## config.mk

```make
export PLATFORM = sky130hd
export DESIGN_NAME = ssh_led_md_reader
export DESIGN_NICKNAME = d
export VERILOG_FILES = /design/src/rtl/ssh_led_md_reader.sv
export SDC_FILE = /design/constraint.sdc
export NUM_CORES = 1
export LEC_CHECK = 0
export CORE_ASPECT_RATIO = 1.1
export CORE_MARGIN = 1
export CORE_UTILIZATION = 59
export CTS_BUF_LIST = sky130_fd_sc_hd__clkbuf_4
export CTS_CLUSTER_DIAMETER = 80
export CTS_CLUSTER_SIZE = 12
export DETAILED_ROUTE_END_ITERATION = 10
export GPL_ROUTABILITY_DRIVEN = 0
export HOLD_SLACK_MARGIN = 0.1
export PLACE_DENSITY = 0.8
export REMOVE_ABC_BUFFERS = 1
export SLEW_MARGIN = 20
export SYNTH_ARGS = -nofsm -noshare
export SYNTH_HDL_FRONTEND = slang
export SYNTH_SLANG_ARGS = --single-unit
```

## constraint.sdc

```tcl
create_clock -name iClk -period 2.7 [get_ports iClk]
set_clock_uncertainty 0.1 [all_clocks]
set_input_delay 0.54 -clock iClk [delete_from_list [all_inputs] [get_ports iClk]]
set_output_delay 0.54 -clock iClk [all_outputs]
set_load 0.05 [all_outputs]
```

## src/rtl/ssh_led_md_reader.sv

```systemverilog
// Reads a multiplexed 4-digit, active-low 7-segment display and presents decoded hex frames.
// Build option: define SSH_LED_MD_READER_ERRCNT_EN to enable the saturating invalid-pattern counter.
module ssh_led_md_reader #(
    parameter int unsigned STABLE_CNT = 4
) (
    input  logic        iClk,
    input  logic        iRst_n,
    input  logic [6:0]  iMatrix,
    input  logic [3:0]  iDigitSel,
    input  logic        iReady,
    output logic [15:0] oBCD,
    output logic [3:0]  oBlank,
    output logic [3:0]  oErr,
    output logic        oValid,
    output logic [7:0]  oErrCnt
);

    localparam logic [0:0] S_COLLECT = 1'b0;
    localparam logic [0:0] S_PRESENT = 1'b1;

    localparam logic [7:0] CNT_MAX  = 8'(STABLE_CNT - 1);
    localparam logic [7:0] CNT_QUAL = 8'(STABLE_CNT - 2);

    logic [10:0] sync1_q, sync2_q, prev_q;
    logic [7:0]  cnt_q, cnt_d;
    logic        qual;

    logic [3:0]  sel_act;
    logic [6:0]  seg;
    logic        sel_ok;
    logic [1:0]  sel_idx;
    logic        dec_hit;
    logic [3:0]  dec_nib;

    logic [15:0] shd_nib_q, shd_nib_d;
    logic [3:0]  shd_blank_q, shd_blank_d;
    logic [3:0]  shd_err_q, shd_err_d;
    logic [3:0]  seen_q, seen_d;
    logic [0:0]  state_q, state_d;
    logic        first_q, first_d;
    logic [15:0] bcd_q, bcd_d;
    logic [3:0]  blank_q, blank_d;
    logic [3:0]  err_q, err_d;
    logic        frame_diff;

    function automatic logic [4:0] decode_seg(input logic [6:0] p);
        logic [4:0] r;
        case (p)
            7'b0111111: r = {1'b1, 4'h0};
            7'b0000110: r = {1'b1, 4'h1};
            7'b1011011: r = {1'b1, 4'h2};
            7'b1001111: r = {1'b1, 4'h3};
            7'b1100110: r = {1'b1, 4'h4};
            7'b1101101: r = {1'b1, 4'h5};
            7'b1111101: r = {1'b1, 4'h6};
            7'b0000111: r = {1'b1, 4'h7};
            7'b1111111: r = {1'b1, 4'h8};
            7'b1100111: r = {1'b1, 4'h9};
            7'b1110111: r = {1'b1, 4'hA};
            7'b1111100: r = {1'b1, 4'hB};
            7'b0111001: r = {1'b1, 4'hC};
            7'b1011110: r = {1'b1, 4'hD};
            7'b1111001: r = {1'b1, 4'hE};
            7'b1110001: r = {1'b1, 4'hF};
            default:    r = {1'b0, 4'h0};
        endcase
        return r;
    endfunction

    // Synchronizers and previous sample idle at all ones, matching an undriven active-low bus.
    // NOTE: sequential state uses non-blocking assignments so every flop samples pre-edge values.
    always_ff @(posedge iClk or negedge iRst_n) begin
        if (!iRst_n) begin
            sync1_q <= '1;
            sync2_q <= '1;
            prev_q  <= '1;
            cnt_q   <= '0;
        end else begin
            sync1_q <= {iDigitSel, iMatrix};
            sync2_q <= sync1_q;
            prev_q  <= sync2_q;
            cnt_q   <= cnt_d;
        end
    end

    always_comb begin
        if (sync2_q != prev_q)
            cnt_d = '0;
        else if (cnt_q != CNT_MAX)
            cnt_d = cnt_q + 8'd1;
        else
            cnt_d = cnt_q;
    end

    // Fires once per stable run, on the edge the counter reaches STABLE_CNT-1.
    assign qual    = (sync2_q == prev_q) && (cnt_q == CNT_QUAL);
    assign sel_act = ~sync2_q[10:7];
    assign seg     = ~sync2_q[6:0];
    assign {dec_hit, dec_nib} = decode_seg(seg);

    always_comb begin
        sel_ok  = 1'b1;
        sel_idx = 2'd0;
        case (sel_act)
            4'b0001: sel_idx = 2'd0;
            4'b0010: sel_idx = 2'd1;
            4'b0100: sel_idx = 2'd2;
            4'b1000: sel_idx = 2'd3;
            default: sel_ok  = 1'b0;
        endcase
    end

    assign frame_diff = {shd_nib_q, shd_blank_q, shd_err_q} != {bcd_q, blank_q, err_q};

    // NOTE: every always_comb output gets a default first, so no path can infer a latch.
    always_comb begin
        shd_nib_d   = shd_nib_q;
        shd_blank_d = shd_blank_q;
        shd_err_d   = shd_err_q;
        seen_d      = seen_q;
        state_d     = state_q;
        first_d     = first_q;
        bcd_d       = bcd_q;
        blank_d     = blank_q;
        err_d       = err_q;

        if (qual && sel_ok) begin
            seen_d[sel_idx] = 1'b1;
            if (dec_hit) begin
                shd_nib_d[{sel_idx, 2'b00} +: 4] = dec_nib;
                shd_blank_d[sel_idx]             = 1'b0;
                shd_err_d[sel_idx]               = 1'b0;
            end else if (seg == 7'd0) begin
                shd_nib_d[{sel_idx, 2'b00} +: 4] = 4'h0;
                shd_blank_d[sel_idx]             = 1'b1;
                shd_err_d[sel_idx]               = 1'b0;
            end else begin
                shd_blank_d[sel_idx] = 1'b0;
                shd_err_d[sel_idx]   = 1'b1;
            end
        end

        // Seen-bit clears below override any bit set by a same-cycle sample.
        case (state_q)
            S_COLLECT: begin
                if (&seen_q) begin
                    if (first_q || frame_diff) begin
                        bcd_d   = shd_nib_q;
                        blank_d = shd_blank_q;
                        err_d   = shd_err_q;
                        first_d = 1'b0;
                        state_d = S_PRESENT;
                    end else begin
                        seen_d = '0;
                    end
                end
            end
            S_PRESENT: begin
                if (iReady) begin
                    seen_d  = '0;
                    state_d = S_COLLECT;
                end
            end
            default: state_d = S_COLLECT;
        endcase
    end

    always_ff @(posedge iClk or negedge iRst_n) begin
        if (!iRst_n) begin
            shd_nib_q   <= '0;
            shd_blank_q <= '0;
            shd_err_q   <= '0;
            seen_q      <= '0;
            state_q     <= S_COLLECT;
            first_q     <= 1'b1;
            bcd_q       <= '0;
            blank_q     <= '0;
            err_q       <= '0;
        end else begin
            shd_nib_q   <= shd_nib_d;
            shd_blank_q <= shd_blank_d;
            shd_err_q   <= shd_err_d;
            seen_q      <= seen_d;
            state_q     <= state_d;
            first_q     <= first_d;
            bcd_q       <= bcd_d;
            blank_q     <= blank_d;
            err_q       <= err_d;
        end
    end

    assign oBCD   = bcd_q;
    assign oBlank = blank_q;
    assign oErr   = err_q;
    assign oValid = (state_q == S_PRESENT);

`ifdef SSH_LED_MD_READER_ERRCNT_EN
    logic [7:0] errcnt_q, errcnt_d;
    logic       bad_sample;

    assign bad_sample = qual && sel_ok && !dec_hit && (seg != 7'd0);
    assign errcnt_d   = (bad_sample && (errcnt_q != 8'hFF)) ? errcnt_q + 8'd1 : errcnt_q;

    always_ff @(posedge iClk or negedge iRst_n) begin
        if (!iRst_n)
            errcnt_q <= '0;
        else
            errcnt_q <= errcnt_d;
    end

    assign oErrCnt = errcnt_q;
`else
    assign oErrCnt = '0;
`endif

endmodule

```

==> results_dict.tcl <==
set metrics [dict create \
    status "complete, no violations" \
    finalSetupViolCount 0 \
    cp-end-kind "flop" \
    synth_top_family_by_area "simple AND/OR/NAND/NOR gates" \
    die_width_um 85.84 \
    fin_crit_sh 0.9496 \
    drv_slew 0 \
    yosys.area.top_type_share 0.3346 \
    layout-drive-gt1-share 0.2637 \
    nets 440 \
    fin_util 0.6985 \
    path_cells "xor2_1 -> nor4_2 -> nand4_1 -> nor4_4 -> nand2b_1 -> buf_12 -> mux2_2" \
    fin_area_um2 5220 \
    drv_cap 0 \
    antenna_found_initial 0 \
    port-buffer-count 38 \
    clock_latency_ns 0.45 \
    power.total_mw 2.407 \
    synth.yosys.warnings 0 \
    fp-row-count 33 \
    crit_arrival_ns 2.80 \
    yosys.area_share.adder 0.02743 \
    cts_made_buffers 9 \
    htreeDepth 3 \
    drt_iter0_drc 268 \
    syn_area_um2 4562 \
    fin_cells 526 \
    synth_cells 373 \
    cp-start-kind "flop" \
    worst_path_max_delay_cell "dfrtp_1" \
    leakage_nw 2.461 \
    cp_max_fo 19 \
    final_hold_viol_count 0 \
    vias 2937 \
    core_um2 7473 \
    wire_per_inst_um 16.11 \
    ys_types 50 \
    dr.pass1.iters 4 \
    areaGrowthSynthToFinish_pct 14.43 \
    synthSimpleGateAreaFrac 0.1577 \
    synth_flop_cell "dfrtp_1" \
    ios 47 \
    path_class "reg -> reg" \
    max_freq_ghz 0.3900 \
    async_flop_share 1.000 \
    synth_edf_count 0 \
    drc 0 \
    final_cell_mix "dfrtp_1, clkdlybuf4s50_1, dfstp_2" \
    synth-xor-area-share 0.08448 \
    die-area_um2 8088 \
    min_path_type "reg -> reg" \
    first_global_vias 2918 \
    power_per_cell_area_nw_per_um2 461.0 \
    grt_usage 0.2308 \
    final_common_cell "dfrtp_1" \
    tritoncts "built" \
    dp_hpwl_um 6058 \
    antenna_left 0 \
    slowest_delay_ns 0.45 \
    initial_utilization 0.6104 \
    antenna_cells 0 \
    via_per_inst 5.584 \
    clock_path_buffers 2 \
    seq_area_frac_synth 0.5304 \
    die_h_um 94.23 \
    rsz0062_at_grt "false" \
    cp.required_ns 2.94 \
    synth_compound_area_frac 0.06473 \
    grt_max_degree 54 \
    synthMuxAreaShare 0.09216 \
    fin_hold_ws_ns 0.2578 \
    syn_avg_cell_area_um2 12.23 \
    synth-seq-cells 95 \
    postPlaceCellArea_um2 5044 \
    fin_crit_ns 2.564 \
    grt_overflow 0 \
    ir_drop_mv 0.2487 \
    synth_area_leaders "dfrtp_1, dfstp_2, mux2_2" \
    cts.sinks 95 \
    clk_pin_slew_ns 0.15 \
    tightestPinTransition_ns 0.5481 \
    yosysTopAreaCell "dfrtp_1" \
    slew_headroom 0.6346 \
    grt_pass1_wl_um 14170 \
    dp_cells 508 \
    cts-root-buf "clkbuf_4" \
    totalWireLength_um 8476 \
]
state kept, by name, indices dropped and copies added (netlist names), named ones only:
name and flops:
sync2_q 11, sync1_q 11, oValid 1, prev_q 11, oBCD 16, oBlank 4, cnt_q 8, oErr 4
first_q 1, shd_nib_q 16, seen_q 4
through the flow:
stage | setup slack (ns) | TNS [ns]
after floorplan | -0.1024 | -2.458
after global placement | -0.09193 | -1.997
after detailed placement | -0.1489 | -3.231
after CTS | 0.08055 | 0
after global routing | 0.02718 | 0
final | 0.1362 | 0
cell usage after synthesis (5+ instances only):
| master | n |
|---|---|
| buf_4 | 11 |
| ha_1 | 10 |
| dfstp_2 | 34 |
| o2bb2ai_1 | 12 |
| dfrtp_1 | 61 |
| nand2b_1 | 7 |
| o21ai_0 | 5 |
| inv_1 | 5 |
| a21oi_1 | 8 |
| nor4_1 | 7 |
| nand2_1 | 15 |
| buf_2 | 10 |
| nor2_1 | 24 |
| nand3_1 | 13 |
| nor3_1 | 6 |
| xnor2_1 | 13 |
| nand4_1 | 9 |
| mux2_2 | 32 |
| xor2_1 | 31 |
cell families (layout without fill, tap and decap cells):
group | count (synthesis) | in the layout
AND/OR/NAND/NOR | 116 | 116
flip-flops | 95 | 95
XOR/XNOR | 44 | 44
AO/OA/AOI/OAI | 40 | 40
multiplexers | 36 | 36
buffers and inverters | 31 | 72
adder cells (fa/ha/maj) | 10 | 10
other | 1 | 8
path summary, 6_finish.rpt:
check / to / startpoint / slack (ns) / cells past startpoint
max in group asynchronous: sync1_q[1]$_DFF_PN1_ / iRst_n / 1.29 / 3
min in group asynchronous: seen_q[0]$_DFF_PN0_ / iRst_n / 0.51 / 2
setup reg to reg: oBCD[7]$_DFFE_PN0P_ / flop / 0.14 / 7
setup / recovery: oBCD[7]$_DFFE_PN0P_ / flop / 0.14 / 7
hold reg to reg: sync2_q[10]$_DFF_PN1_ / sync1_q[10]$_DFF_PN1_ / 0.26 / 0
hold / removal: sync2_q[10]$_DFF_PN1_ / sync1_q[10]$_DFF_PN1_ / 0.26 / 0
routing by layer:
layer  vias to the layer above  global-route usage  wire length (µm)
li1                       1383                   -                 -
met4                         0             0.06944                84
met3                         9             0.04569               343
met1                      1465              0.3049              3849
met2                        80              0.3860              4198
met5                         -                   0                 0
critical path: cells and delay by family (launching register included):
family | cells | cell delay (ns)
multiplexers | 1 | 0.35
XOR/XNOR | 1 | 0.19
buffers and inverters | 1 | 0.18
flip-flops | 1 | 0.45
AND/OR/NAND/NOR | 4 | 1.19
area by class of cell:
cell class                 count  area [µm²]
tap                          105       131.4
multi-input combinational    254        2003
fill                         537        2253
clock buffer                   9       67.56
sequential                    95        2420
inverter                       5       18.77
clock inverter                 7       63.81
timing repair buffer          51       515.5
timing repair:
action,CTS,global route
endpoints found under the setup margin,24,28
hold endpoints to repair,23,0
hold buffers,1,0
setup buffers,0,1
gates cloned,0,0
pin swaps,0,1
resized for setup,2,2
power breakdown:
part	internal [mW]	total, mW	switching [mW]
combinational	0.0682	0.179	0.111
sequential	1.48	1.52	0.0385
clock	0.211	0.713	0.502
Note: power is estimated with default switching activity, not from simulation.
==> variant 1: new RTL, same flow settings <==
Add a define of `SSH_LED_MD_READER_ERRCNT_EN`.
--- a/src/rtl/ssh_led_md_reader.sv
+++ b/src/rtl/ssh_led_md_reader.sv
@@ -1,4 +1,6 @@
 // Reads a multiplexed 4-digit, active-low 7-segment display and presents decoded hex frames.
 // Build option: define SSH_LED_MD_READER_ERRCNT_EN to enable the saturating invalid-pattern counter.
+`define SSH_LED_MD_READER_ERRCNT_EN
+
 module ssh_led_md_reader #(
     parameter int unsigned STABLE_CNT = 4
Behaviour: not the same (a bounded check fails within 10 cycles, from zero or initial values and one cycle with iRst_n low).
==> variant 1 against the original RTL <==
Synthesized cell count increased by 6.7%. Wire length increased by 7.5%. Sequential share of layout area decreased by 0.33 points. Hold slack improved by 0.0090 ns. Setup slack got worse by 0.085 ns. Power increased by 9.4%. Final cell count increased by 10%. Final area increased by 9.4%. Sequential cell count increased by 8. Area after synthesis increased by 4.7%.
==> variant 1: results (changes against the original RTL) <==
| Result | Value | Unit | Delta |
|:---|:---|:---|:---|
| Top flip-flop cell by instance count after synthesis | dfrtp_1 | - |  |
| Cell class contributing the biggest share of worst-path delay | flip-flops | - |  |
| Number of buffers created by CTS | 9 | - | unchanged |
| Later-pin clock latency in the skew report | 0.45 | ns | about the same |
| Clock tree root buffer cell | clkbuf_4 | - |  |
| Number of distinct library cell variants in the gate-level netlist after synthesis | 50 | - | unchanged |
| CTS max path bufs | 2 | - | unchanged |
| HPWL Detailed | 6.518 | mm | +7.6% |
| Longest individual stage delay on the worst path | 0.75 | ns | +0.30 ns |
| Peak supply drop | 0.0003155 | V | +27% |
| Fraction of the yosys area taken by sequential cells | 54.83 | % | +1.8 points |
| Worst path slowest cell | dfstp_2 | - |  |
| GRT Resource Usage Total | 22.98 | % | -0.096 points |
| Data arrival, critical path | 2.93 | ns | +0.13 ns |
| Static leakage | 2.665 | nW | +8.3% |
| Ys Warns | 0 | - | unchanged |
| Share of cells above drive strength 1 | 26.27 | % | -0.095 points |
| Total routed wirelength | 9.113 | mm | +7.5% |
| Count of fill cells added during filler insertion | 546 | - | +1.7% |
| Count of nets after finishing | 492 | - | +12% |
| Psw | 0.6616 | mW | +1.6% |
| Antenna violations before repair | 0 | - | unchanged |
| Quantity of I/O buffers inserted on ports | 46 | - | +21% |
| DRC violation total after the first TritonRoute iteration | 185 | - | -31% |
| Largest net degree at the start of global routing | 39 | - | -28% |
| Fraction of registers with async set or reset after synthesis | 100.0 | % | unchanged |
| Worst slack at placement | 0.09330 | ns | +0.2422 ns |
| Via count of the first global-routing pass | 3155 | - | +8.1% |
| Global-route wire length before repair | 14.63 | mm | +3.3% |
| Worst Hold Class | reg -> reg | - |  |
| Cell types with the largest area share after synthesis | dfrtp_1, dfstp_2, mux2_2 | - |  |
| Top cells by count, synth | dfrtp_1, mux2_2, xor2_1, dfstp_2, nand2_1 | - |  |
| Number of H-tree levels | 3 | - | unchanged |
| Crit path max fanout | 17 | - | -2 |
| Run status | finished, final reports clean | - |  |
| Actual slew at the worst max-slew pin | 0.8207 | ns | +0.2726 ns |
| Vias per std cell | 5.493 | - | -1.6% |
## variant 1: cell types whose count changed in the layout (fill, tap and decap cells not counted), moves of 8 or more
cell             unedited run  this run
inv_1                       5        20
nand2_1                    15        24
buf_4                      10        24
clkdlybuf4s50_1            37        45
o2bb2ai_1                  12         0
dfrtp_1                    61        69
mux2i_1                     0        12
conb_1                      8         0
## variant 1: power groups by stage
stage	clock network, mW	registers (mW)	logic, mW
global placement	0	1.66	0.151
detailed placement	0	1.66	0.157
global route	0.928	1.64	0.180
floorplan	0	1.65	0.0680
CTS	0.862	1.63	0.159
finish	0.839	1.63	0.162
## variant 1: logic make-up (layout without fill, tap and decap cells)
group / Yosys count / in the layout / synth area share, %
mux: 49 / 49 / 11.23
xor+xnor: 52 / 52 / 9.531
compound gates: 24 / 24 / 3.561
fa+ha+maj: 11 / 11 / 2.880
buf+inv: 35 / 109 / 3.090
flops: 103 / 103 / 54.83
simple gates: 124 / 124 / 14.87
## variant 1: routing by layer
metal	GRT usage, %	routed length, microns	up-vias
met5	0	0	-
met4	12.57	307	0
met3	4.078	384	25
met2	38.57	4563	88
met1	28.29	3858	1542
li1	-	-	1531
## variant 1: final timing paths
kind	from	endpoint	slack [ns]	cells after the start
setup / recovery	sync2_q[6]$_DFF_PN1_	shd_nib_q[2]$_DFFE_PN0P_	0.05	8
hold / removal	sync1_q[4]$_DFF_PN1_	sync2_q[4]$_DFF_PN1_	0.27	0
setup reg to reg	sync2_q[6]$_DFF_PN1_	shd_nib_q[2]$_DFFE_PN0P_	0.05	8
hold reg to reg	sync1_q[4]$_DFF_PN1_	sync2_q[4]$_DFF_PN1_	0.27	0
max in group asynchronous	iRst_n	sync1_q[1]$_DFF_PN1_	1.38	3
min in group asynchronous	iRst_n	oBCD[0]$_DFFE_PN0P_	0.48	2
## variant 1: area by class of cell
| cell class | count | area share (%) |
|---|---|---|
| flip-flops and latches | 103 | 46.02 |
| repair buffers | 73 | 12.27 |
| multi-input cells | 260 | 35.31 |
| well taps | 108 | 2.367 |
| inverters | 20 | 1.315 |
| clock inverters | 7 | 1.534 |
| clock buffers | 9 | 1.183 |
## variant 1: timing repair
item,4_1_cts,5_1_grt
endpoints found under the setup margin,0,17
hold buffers,1,0
buffers inserted,0,3
gates resized for setup,0,3
endpoints found under the hold margin,31,0
## variant 1: stage by stage
stage               utilization [%]  cells  power [mW]  area, sq um
floorplan                         -    383       1.720         4706
detailed placement            69.84    560       1.815         5497
global placement              69.84    560       1.807         5497
finish                        72.54    580       2.633         5709
CTS                           71.94    577       2.654         5662
global route                  72.54    580       2.746         5709
==> variant 2: new RTL, config.mk and constraints unchanged <==
Made on the original files. Put one more register stage on the output `oErr`, with the module's reset. The value now appears one clock later. The other outputs are not delayed to match.
--- a/src/rtl/ssh_led_md_reader.sv
+++ b/src/rtl/ssh_led_md_reader.sv
@@ -192,5 +192,11 @@
     assign oBCD   = bcd_q;
     assign oBlank = blank_q;
-    assign oErr   = err_q;
+    always_ff @(posedge iClk or negedge iRst_n) begin
+        if (!iRst_n) begin
+            oErr <= '0;
+        end else begin
+            oErr <= err_q;
+        end
+    end
     assign oValid = (state_q == S_PRESENT);
 
Formal check against the unedited RTL: no difference found for any inputs over 10 cycles, from zero or initial values and one cycle with iRst_n low; that may be too few to reach the edited logic, so the function may still have changed.
==> variant 2 against the original RTL <==
Die area up 6.8%. Setup slack better by 0.074 ns. Clock power is 26% higher. Power increased by 9.7%. Final area grew 6.5%. Core utilization is 0.064 points higher. Largest power group unchanged. Sequential cell count grew 4. Largest cell class unchanged. Wire length up 0.24%. Combinational power down 3%. Area after synthesis is 6.9% higher.
==> variant 2: results (changes against the original RTL) <==
| Result | Value | Unit | Delta |
|:---|:---|:---|:---|
| Psw | 0.6478 | mW | -0.49% |
| Worst max-slew margin expressed relative to the limit | 63.10 | % | -0.36 points |
| DRC violation total after the first TritonRoute iteration | 106 | - | -60% |
| Fraction of the yosys area taken by sequential cells | 51.65 | % | -1.4 points |
| Run status | finished, final reports clean | - |  |
| Number of distinct library cell variants in the gate-level netlist after synthesis | 63 | - | +26% |
| Routed via count | 3049 | - | +3.8% |
| Static leakage | 2.580 | nW | +4.8% |
| Endpoint of the worst hold path | sync2_q[9]$_DFF_PN1_ | - |  |
| Peak supply drop | 0.0003916 | V | +57% |
| Count of fill cells added during filler insertion | 572 | - | +6.5% |
| Setup slack on the worst flop-to-flop path | 0.21 | ns | +0.07 ns |
| Origin of the worst min-delay path | sync1_q[9]$_DFF_PN1_ | - |  |
| Power density of the placed cells | 474.7 | mW/mm^2 | +3.0% |
| Total routed wirelength | 8.496 | mm | +0.24% |
| Top cells by count, synth | dfrtp_1, xor2_1, dfstp_2, inv_1, mux2_2 | - |  |
| Number of non-filler instances in the completed layout | 553 | - | +5.1% |
| Reg2Reg Depth | 6 | - | -1 |
| Cell types with the largest area share after synthesis | dfrtp_1, dfstp_2, xor2_1 | - |  |
| Number of cells in the design after placement | 536 | - | +5.5% |
| Clock network power | 0.900 | mW | +26% |
| Worst path slowest cell | or4_1 | - |  |
| Share of power burned in registers | 59.4 | % | -3.6 points |
| Share of cells above drive strength 1 | 25.62 | % | -0.75 points |
| Via count of the first global-routing pass | 3077 | - | +5.4% |
| Count of nets after finishing | 464 | - | +5.5% |
| Longest individual stage delay on the worst path | 0.59 | ns | +0.14 ns |
| Dpl cell area | 0.005380 | sq mm | +6.7% |
| Final design area excluding fillers | 0.005562 | sq mm | +6.5% |
| Largest net degree at the start of global routing | 39 | - | -28% |
| Hold Slack | 0.2604 | ns | +0.002630 ns |
-- variant 2: cell count changes after synthesis, moves of 9 or more --
cell       delta
nor2_1       -10
xnor2_1       -9
xor2_1       +11
inv_1        +20
mux2i_1      +12
o2bb2ai_1    -11
-- variant 2: cell families (layout without fill, tap and decap cells) --
group / after synthesis / count (layout) / share of synthesized area (%)
compound gates: 37 / 37 / 7.566
other cells: 1 / 8 / 0.07687
flops: 99 / 99 / 51.65
xor+xnor: 46 / 46 / 8.258
mux: 48 / 48 / 11.08
buf+inv: 49 / 94 / 5.181
simple gates: 103 / 103 / 13.62
fa+ha+maj: 10 / 10 / 2.565
-- variant 2: worst max path at each step --
stage	startpoint	end	slack, ns	depth (start not counted)
after floorplan	oBCD[6]$_DFFE_PN0P_	err_q[0]$_DFFE_PN0P_	-0.37	5
after global placement	sync2_q[2]$_DFF_PN1_	shd_nib_q[6]$_DFFE_PN0P_	0.26	6
after detailed placement	sync2_q[3]$_DFF_PN1_	shd_nib_q[9]$_DFFE_PN0P_	0.19	7
after CTS	sync2_q[3]$_DFF_PN1_	shd_nib_q[10]$_DFFE_PN0P_	0.20	6
after global routing	sync2_q[0]$_DFF_PN1_	shd_nib_q[6]$_DFFE_PN0P_	0.01	5
final	sync2_q[3]$_DFF_PN1_	shd_nib_q[10]$_DFFE_PN0P_	0.21	6
-- variant 2: routing by layer --
layer	GRT usage, %	vias up	wire (microns)
li1	-	1447	-
met1	29.02	1512	3694
met2	36.57	73	4270
met3	4.163	17	287
met4	9.677	0	243
met5	0	-	0
-- variant 2: layout make-up --
class / instances / share of cell area, %
Clock buffer: 10 / 1.350
Clock inverter: 6 / 1.732
Inverter: 25 / 1.687
Multi-Input combinational cell: 252 / 38.40
Sequential cell: 99 / 45.31
Tap cell: 108 / 2.430
Timing Repair Buffer: 53 / 9.089
